## src/rtl/d_term.sv

```systemverilog
`default_nettype none
// ============================================================================
// Module   : d_term
// Brief    : Derivative term of a PID loop. Each new error sample is
//            differenced against the sample HIST_DEPTH valid samples back.
//            The difference is saturated to 8 bits and then scaled by D_COEFF.
// Revision : 1.0 - initial release
// ============================================================================
module d_term #(
    parameter int                HIST_DEPTH = 2,
    parameter logic signed [4:0] D_COEFF    = 5'sd7
) (
    input  logic               clk,
    input  logic               rst_n,
    input  logic               moving,
    input  logic               err_vld,
    input  logic signed [9:0]  err_sat,
    output logic signed [12:0] D_term,
    output logic               D_vld
);

    localparam int               CNT_W       = $clog2(HIST_DEPTH + 1);
    localparam logic [CNT_W-1:0] C_FILL_LAST = CNT_W'(HIST_DEPTH - 1);

    typedef enum logic [0:0] {
        FILL = 1'b0,
        RUN  = 1'b1
    } state_t;

    state_t                    r_state;
    state_t                    w_state_nxt;
    logic [CNT_W-1:0]          r_fill_cnt;
    logic [CNT_W-1:0]          w_cnt_nxt;
    logic                      w_load;
    logic signed [9:0]         r_hist [HIST_DEPTH];
    logic signed [12:0]        r_term;
    logic                      r_vld;

    logic signed [9:0]         w_ref;
    logic signed [10:0]        w_diff;
    logic signed [7:0]         w_sat;
    logic signed [12:0]        w_sat_ext;
    logic signed [12:0]        w_coef_ext;
    logic signed [12:0]        w_prod;

    // The reference is read before the shift, so the product uses the pre-shift history.
    assign w_ref      = r_hist[HIST_DEPTH-1];
    assign w_diff     = {err_sat[9], err_sat} - {w_ref[9], w_ref};
    assign w_sat      = (w_diff > 11'sd127)  ? 8'sd127 :
                        (w_diff < -11'sd128) ? -8'sd128 : w_diff[7:0];
    assign w_sat_ext  = {{5{w_sat[7]}}, w_sat};
    assign w_coef_ext = {{8{D_COEFF[4]}}, D_COEFF};
    assign w_prod     = w_sat_ext * w_coef_ext;

    always_ff @(posedge clk or negedge rst_n) begin
        if (!rst_n) begin
            r_state    <= FILL;
            r_fill_cnt <= '0;
        end else begin
            r_state    <= w_state_nxt;
            r_fill_cnt <= w_cnt_nxt;
        end
    end

    // Dropping moving outranks a coincident sample.
    always_comb begin
        w_state_nxt = r_state;
        w_cnt_nxt   = r_fill_cnt;
        w_load      = 1'b0;
        if (!moving) begin
            w_state_nxt = FILL;
            w_cnt_nxt   = '0;
        end else if (err_vld) begin
            case (r_state)
                FILL: begin
                    w_cnt_nxt = r_fill_cnt + CNT_W'(1);
                    if (r_fill_cnt == C_FILL_LAST) begin
                        w_state_nxt = RUN;
                    end
                end
                RUN: begin
                    w_load = 1'b1;
                end
                default: begin
                    w_state_nxt = FILL;
                end
            endcase
        end
    end

    always_ff @(posedge clk or negedge rst_n) begin
        if (!rst_n) begin
            for (int i = 0; i < HIST_DEPTH; i++) begin
                r_hist[i] <= '0;
            end
        end else if (!moving) begin
            for (int i = 0; i < HIST_DEPTH; i++) begin
                r_hist[i] <= '0;
            end
        end else if (err_vld) begin
            r_hist[0] <= err_sat;
            for (int i = 1; i < HIST_DEPTH; i++) begin
                r_hist[i] <= r_hist[i-1];
            end
        end
    end

    always_ff @(posedge clk or negedge rst_n) begin
        if (!rst_n) begin
            r_term <= '0;
            r_vld  <= 1'b0;
        end else if (!moving) begin
            r_term <= '0;
            r_vld  <= 1'b0;
        end else begin
            r_vld <= w_load;
            if (w_load) begin
                r_term <= w_prod;
            end
        end
    end

    assign D_term = r_term;
    assign D_vld  = r_vld;

endmodule
`default_nettype wire

```

## config.mk

```make
export PLATFORM = sky130hd
export DESIGN_NAME = d_term
export DESIGN_NICKNAME = d
export VERILOG_FILES = /design/src/rtl/d_term.sv
export SDC_FILE = /design/constraint.sdc
export NUM_CORES = 1
export LEC_CHECK = 0
export ABC_AREA = 1
export CAP_MARGIN = 20
export CELL_PAD_IN_SITES_DETAIL_PLACEMENT = 1
export CELL_PAD_IN_SITES_GLOBAL_PLACEMENT = 1
export CORE_ASPECT_RATIO = 0.8
export CORE_MARGIN = 8
export CORE_UTILIZATION = 51
export DETAILED_ROUTE_END_ITERATION = 8
export DONT_BUFFER_PORTS = 1
export PLACE_DENSITY = 0.84
export SETUP_SLACK_MARGIN = 0.05
export SYNTH_ARGS = -nofsm -noshare
export SYNTH_HDL_FRONTEND = slang
export SYNTH_SLANG_ARGS = --single-unit
```

## constraint.sdc

```tcl
create_clock -name clk -period 8.7 [get_ports clk]
set_input_delay 1.74 -clock clk [delete_from_list [all_inputs] [get_ports clk]]
set_output_delay 1.74 -clock clk [all_outputs]
set_load 0.01 [all_outputs]
```

==> impl_metrics.json, run 1 <==
{
  "status": "completed",
  "max_freq_mhz": 172,
  "synth.ff_latch_count": 36,
  "min_period_over_period_pct": 66.9,
  "criticalPathCategory": "primary input to flop",
  "max_stage_delay_ps": 460,
  "cts_made_buffers": 5,
  "core_region_area_um2": 5320,
  "finalHoldViolations": 0,
  "final-max-slew-violation-count": 0,
  "clock_insertion_delay_worst_skew_ps": 300,
  "n_antenna_cell": 0,
  "finalSetupViolations": 0,
  "clock_sinks": 36,
  "routed_wirelength_mm": 6.99,
  "drv.max_cap_violation_count": 0,
  "critical_path.startpoint_type": "primary input",
  "post-cts-setup-buffer-count": 0,
  "syn_nets": 398,
  "groute.usage.overall_pct": 18.8,
  "number_of_antenna_violations_at_the_first_check_in_global_routing": 0,
  "worstPathArrival_ps": 5980,
  "slew_headroom_pct": 60.4,
  "postLayoutCellArea_um2": 2880,
  "fin_tns_setup_ps": 0,
  "chipHeight_um": 81.6,
  "tritoncts": "yes",
  "leakagePower_uw": 0.00148,
  "placement.cell_area_um2": 2790,
  "std_cell_rows": 24,
  "slowest_cp_cell": "sky130_fd_sc_hd__fa_1",
  "routed_wire_length_per_instance_um": 16.8,
  "grt_setup_unrepaired": "no",
  "layout.nets": 398,
  "final_layout_size_suffix_gt1_share_pct": 11.6,
  "num_vias": 2292,
  "io_pins": 28,
  "post_synth_instance_area_um2": 2740,
  "timing.final.crit_period_ps": 5820,
  "fin_worst_hold_slack_ps": 489,
  "synth_top_cells_by_area": "sky130_fd_sc_hd__dfrtp_1, sky130_fd_sc_hd__ha_1, sky130_fd_sc_hd__nand2_1",
  "antenna_left": 0,
  "layout.cells.most_common": "sky130_fd_sc_hd__nand2_1",
  "hpwl_detailed_mm": 5.53,
  "post-route-util_pct": 54.2,
  "chipWidth_um": 98.0,
  "ir_drop_v": 0.000117,
  "post-synth-top-area-fraction_pct": 32.8,
  "synthesis.instances": 351,
  "clock_tree.root_cell": "sky130_fd_sc_hd__clkbuf_8",
  "worst_hold_path_type": "flop to flop",
  "final_cell_count_without_fillers": 417,
  "drc_errors": 0,
  "clockBufferDepth": 2,
  "critical_path_peak_fanout": 9,
  "area_growth_pct": 4.97,
  "netlist-cell-type-count": 31,
  "most-common-layout-cells": "sky130_fd_sc_hd__nand2_1, sky130_fd_sc_hd__inv_1, sky130_fd_sc_hd__dfrtp_1",
  "reg2reg_slack_ps": 4030,
  "dr.first_iter.drc_count": 97,
  "ctsResizeCount": 0,
  "timing.critical_path.mode_cell": "sky130_fd_sc_hd__inv_1",
  "clk_transition_reported_paths_ps": 70,
  "cts_htree_levels": 2,
  "synth-seq-area-share_pct": 32.8,
  "cellPowerDensity_nw_per_um2": 246,
  "crit_path_end_kind": "flop",
  "numPortBuffers": 0,
  "avg_synthesized_cell_area_um2": 7.81,
  "cts-hold-fix-buffers": 0,
  "worst_setup_path_endpoint": "D_term[10]$_DFFE_PN0P_",
  "timing_worst_slew_pin_value_ps": 592,
  "final.setup_skew_ps": 13.3,
  "wire_length_of_the_first_global_routing_pass_mm": 12.0,
  "worstRegToRegCells": 28,
  "end_of_the_worst_register_to_register_path": "D_term[10]$_DFFE_PN0P_",
  "grt_start_max_net_pins": 37,
  "count_of_yosys_warnings_during_synthesis": 0,
  "cp-startpoint": "err_sat[0]",
  "globalRouteOverflowTotal": 0,
  "start_util_pct": 51.6,
  "average_vias_per_placed_instance": 5.50,
  "count_of_cells_along_the_worst_hold_path": 1,
  "worstReg2RegStart": "w_ref[0]$_DFFE_PN0P_",
  "die_area_um2": 8000,
  "worstPathRequired_ps": 8860,
  "grt_pass1_vias": 2435,
  "placed_cells": 409,
  "detailedRoute.firstPassIterationCount": 4,
  "netlist.top_cell.by_area": "sky130_fd_sc_hd__dfrtp_1",
  "replace_congestion": 0.800
}
==> cell usage after synthesis (all sizes together) <==
library cell,number
clkbuf,5
o21ai,26
nand3,28
fa,6
buf,2
inv,67
a21boi,1
nor2,14
a32o,1
o31ai,1
xor2,5
and3,1
a21oi,10
nand4,3
dfrtp,36
nand2,94
xnor2,9
or2,1
mux2i,1
ha,27
o22ai,10
nor3,3
==> final cells by class <==
class                      count  area (um2)
clock buffer                   7        76.3
inverter                      67         256
clock inverter                 1        8.76
multi-input combinational    241        1560
tap                           65        81.3
sequential                    36         901
fill                         676        2440
==> worst max-delay path, delay by kind of cell <==
| family | cells | cell delay (ps) |
|---|---|---|
| adders and majority gates | 5 | 1650 |
| and+or+nand+nor | 13 | 1300 |
| AOI/OAI and AO/OA | 4 | 740 |
| buffers and inverters | 6 | 420 |
| xor gates and xnor gates | 1 | 110 |
==> how the worst min path moves through the flow <==
| stage | slack [ps] | from | endpoint |
|---|---|---|---|
| after floorplan | 460 | r_fill_cnt[0]$_DFFE_PN0P_ | r_fill_cnt[0]$_DFFE_PN0P_ |
| after global placement | 470 | r_fill_cnt[0]$_DFFE_PN0P_ | r_fill_cnt[0]$_DFFE_PN0P_ |
| after detailed placement | 480 | r_fill_cnt[0]$_DFFE_PN0P_ | r_fill_cnt[0]$_DFFE_PN0P_ |
| after CTS | 490 | r_fill_cnt[0]$_DFFE_PN0P_ | r_fill_cnt[0]$_DFFE_PN0P_ |
| after global routing | 510 | r_fill_cnt[0]$_DFFE_PN0P_ | r_fill_cnt[0]$_DFFE_PN0P_ |
| final | 490 | r_fill_cnt[0]$_DFFE_PN0P_ | r_fill_cnt[0]$_DFFE_PN0P_ |
==> flip-flops by register name, summed over array words and instances, names as in the netlist <==
| register | flops |
|---|---|
| D_term | 12 |
| D_vld | 1 |
| r_fill_cnt | 2 |
| r_hist | 10 |
| r_state | 1 |
| w_ref | 10 |
==> power by group <==
part | internal, uW | total [uW] | switching (uW)
Combinational | 154 | 401 | 247
Sequential | 178 | 187 | 8.78
Clock | 57.3 | 121 | 63.4
==> stage by stage <==
step	worst slack [ps]	power, uW
CTS	2850	714
floorplan	3130	499
finish	2880	708
global placement	2800	562
detailed placement	2590	584
global route	2380	776
==> per-layer routing <==
metal | global-route usage [%] | vias up | wire length, um
li1 | - | 1110 | -
met1 | 23.6 | 1143 | 3400
met2 | 32.3 | 26 | 3260
met3 | 3.47 | 13 | 191
met4 | 6.82 | 0 | 147
met5 | 0 | - | 0
==> logic make-up after synthesis <==
logic type / synth area share, %
multiplexers: 0.365
AND/OR/NAND/NOR: 25.0
buffers and inverters: 10.4
XOR/XNOR: 4.47
flip-flops: 32.8
adder cells (fa/ha/maj): 16.7
AO/OA/AOI/OAI: 10.2
Power figures use the tool's default switching activity.
==> inputs of run 2 (changes only) <==
--- a/config.mk
+++ b/config.mk
@@ -11,10 +11,10 @@
 export CELL_PAD_IN_SITES_GLOBAL_PLACEMENT = 1
 export CORE_ASPECT_RATIO = 0.8
 export CORE_MARGIN = 8
-export CORE_UTILIZATION = 51
+export CORE_UTILIZATION = 47
 export DETAILED_ROUTE_END_ITERATION = 8
 export DONT_BUFFER_PORTS = 1
-export PLACE_DENSITY = 0.84
+export PLACE_DENSITY = 0.78
 export SETUP_SLACK_MARGIN = 0.05
 export SYNTH_ARGS = -nofsm -noshare
 export SYNTH_HDL_FRONTEND = slang
==> constraint.sdc (replaced) <==
create_clock -name clk -period 5.5 [get_ports clk]
set_input_delay 1.1 -clock clk [delete_from_list [all_inputs] [get_ports clk]]
set_output_delay 1.1 -clock clk [all_outputs]
set_load 0.01 [all_outputs]
==> run 2 against run 1 <==
Compared with the run above:
- global-route usage is 1.7 points lower
- via count is 3.0% lower
- wire length is 1.5% lower
- highest routed layer unchanged
- clock power is 92% higher
- sequential power is 58% higher
- final cell count is 4.3% higher
- die area is 7.0% higher
- register-to-register slack worse by 3000 ps
- clock-buffer cell count is 1 lower
- design area is 2.7% higher
- critical path type unchanged
- non-clock buffer count is 2 higher
==> impl_metrics.json, run 2 (same netlist as run 1, synthesis figures left out) <==
{
  "die_area_um2": 8550,
  "crit_path_end_kind": "flop",
  "drc_errors": 0,
  "layout.nets": 400,
  "finalHoldViolations": 0,
  "clock_sinks": 36,
  "detailedRoute.firstPassIterationCount": 4,
  "clockBufferDepth": 2,
  "drv.max_cap_violation_count": 0,
  "wire_length_of_the_first_global_routing_pass_mm": 11.7,
  "slew_headroom_pct": 61.4,
  "largest_register_ff_count": 12,
  "clock_tree.root_cell": "sky130_fd_sc_hd__clkbuf_8",
  "worst_hold_path_type": "flop to flop",
  "max_freq_mhz": 200,
  "timing.final.crit_period_ps": 5010,
  "final.setup.worst_slack_ps": 495,
  "start_util_pct": 47.4,
  "clk_transition_reported_paths_ps": 80,
  "chipHeight_um": 84.3,
  "cts_made_buffers": 5,
  "layout.cells.most_common": "sky130_fd_sc_hd__nand2_1",
  "cellInternalPower_uw": 667,
  "slowest_cp_cell": "sky130_fd_sc_hd__fa_1",
  "postLayoutCellArea_um2": 2960,
  "ir_drop_v": 0.000207,
  "globalRouteOverflowTotal": 0,
  "max_stage_delay_ps": 480,
  "n_antenna_cell": 0,
  "met1Wirelength_mm": 3.48,
  "final-max-slew-violation-count": 0,
  "grt_start_max_net_pins": 37,
  "power.switching_uw": 501,
  "cts_htree_levels": 2,
  "dpl_worst_slack_ps": 27.9,
  "clock_insertion_delay_worst_skew_ps": 280,
  "status": "completed",
  "placement.cell_area_um2": 2820,
  "power.share.switching_pct": 42.9,
  "routed_wire_length_per_instance_um": 15.8,
  "met3_wirelength_um": 148,
  "fin_tns_setup_ps": 0,
  "antenna_left": 0,
  "final_layout_size_suffix_gt1_share_pct": 13.3,
  "leakagePower_uw": 0.00151,
  "hpwl_detailed_mm": 5.39,
  "routed_wirelength_mm": 6.89,
  "criticalPathCategory": "primary input to flop",
  "core_region_area_um2": 5790,
  "area_growth_pct": 7.80,
  "most-common-layout-cells": "sky130_fd_sc_hd__nand2_1, sky130_fd_sc_hd__inv_1, sky130_fd_sc_hd__dfrtp_1",
  "dr.first_iter.drc_count": 86,
  "num-fill-cells": 745,
  "min_period_over_period_pct": 91.0,
  "power.total_uw": 1170,
  "std_cell_rows": 25,
  "seq_power_share_pct": 25.2,
  "wl_met2_mm": 3.22,
  "num_vias": 2224,
  "finalSetupViolations": 0,
  "comb_power_share_pct": 54.9,
  "numPortBuffers": 0,
  "average_vias_per_placed_instance": 5.11,
  "critical_path.startpoint_type": "primary input",
  "groute.usage.overall_pct": 17.1,
  "routed.top_layer": "met4",
  "final.setup_skew_ps": 3.44,
  "io_pins": 28,
  "timing.critical_path.mode_cell": "sky130_fd_sc_hd__inv_1",
  "tritoncts": "yes",
  "placed_cells": 426,
  "number_of_antenna_violations_at_the_first_check_in_global_routing": 0,
  "cellPowerDensity_nw_per_um2": 395,
  "worstPathRequired_ps": 5660,
  "final_cell_count_without_fillers": 435,
  "critical_path_peak_fanout": 6,
  "chipWidth_um": 101,
  "replace_congestion": 0.838,
  "grt_setup_unrepaired": "no",
  "worstPathArrival_ps": 5170,
  "grt_pass1_vias": 2298,
  "clock_power_share_pct": 19.9,
  "timing_worst_slew_pin_value_ps": 577
}
==> run 2: cell count changes in the layout (fill, tap and decap cells not counted), sizes merged <==
| cell | previous run | this run |
|---|---|---|
| buf | 0 | 2 |
| bufinv | 0 | 1 |
| clkbuf | 7 | 6 |
==> run 2: final timing paths <==
path	startpoint	end	slack (ps)	depth (start not counted)
setup reg to reg	w_ref[0]$_DFFE_PN0P_	D_term[10]$_DFFE_PN0P_	1010	29
min in group asynchronous	rst_n	r_hist[17]$_DFFE_PN0P_	500	0
setup / recovery	err_sat[0]	D_term[10]$_DFFE_PN0P_	490	30
hold reg to reg	r_fill_cnt[0]$_DFFE_PN0P_	r_fill_cnt[0]$_DFFE_PN0P_	490	1
max in group asynchronous	rst_n	r_hist[10]$_DFFE_PN0P_	4920	0
hold / removal	r_fill_cnt[0]$_DFFE_PN0P_	r_fill_cnt[0]$_DFFE_PN0P_	490	1
==> run 2: power by group through the flow <==
stage / sequential (uW) / clock [uW] / combinational, uW
after CTS: 296 / 239 / 628
after global placement: 300 / 0 / 595
after floorplan: 297 / 0 / 493
after detailed placement: 301 / 0 / 616
after global routing: 297 / 250 / 740
final: 295 / 232 / 641
==> run 2: what timing repair did <==
action / in CTS / in global routing
buffers inserted: 0 / 1
endpoints found under the setup margin: 0 / 2
resized for setup: 0 / 6
hold buffers: 0 / 0
endpoints found under the hold margin: 0 / 0
==> run 2: through the flow <==
| stage | hold slack, ps | util [%] |
|---|---|---|
| 6_report | 485 | 51.1 |
| 5_1_grt | 480 | 51.1 |
| 4_1_cts | 488 | 50.6 |
| 3_5_place_dp | 478 | 48.8 |
| 3_3_place_gp | 475 | 48.8 |
| 2_1_floorplan | 457 | - |
==> run 2: cell type report <==
class	instances	area, um2	share of cell area, %
tap	81	101	3.43
timing repair buffer	2	15.0	0.508
multi-input combinational	241	1580	53.3
clock buffer	6	72.6	2.45
sequential	36	901	30.5
inverter	67	256	8.68
clock inverter	2	35.0	1.18
==> run 2: worst max-delay path, delay by kind of cell <==
family / cells / cell delay (ps)
simple gates: 14 / 1310
buf+inv: 5 / 340
compound gates: 5 / 710
xor+xnor: 1 / 110
fa+ha+maj: 5 / 1600
==> run 2: layer usage <==
metal	global-route usage, %	vias to the layer above
li1	-	1122
met1	24.3	1076
met2	26.0	24
met3	2.81	2
met4	4.32	0
met5	0	-
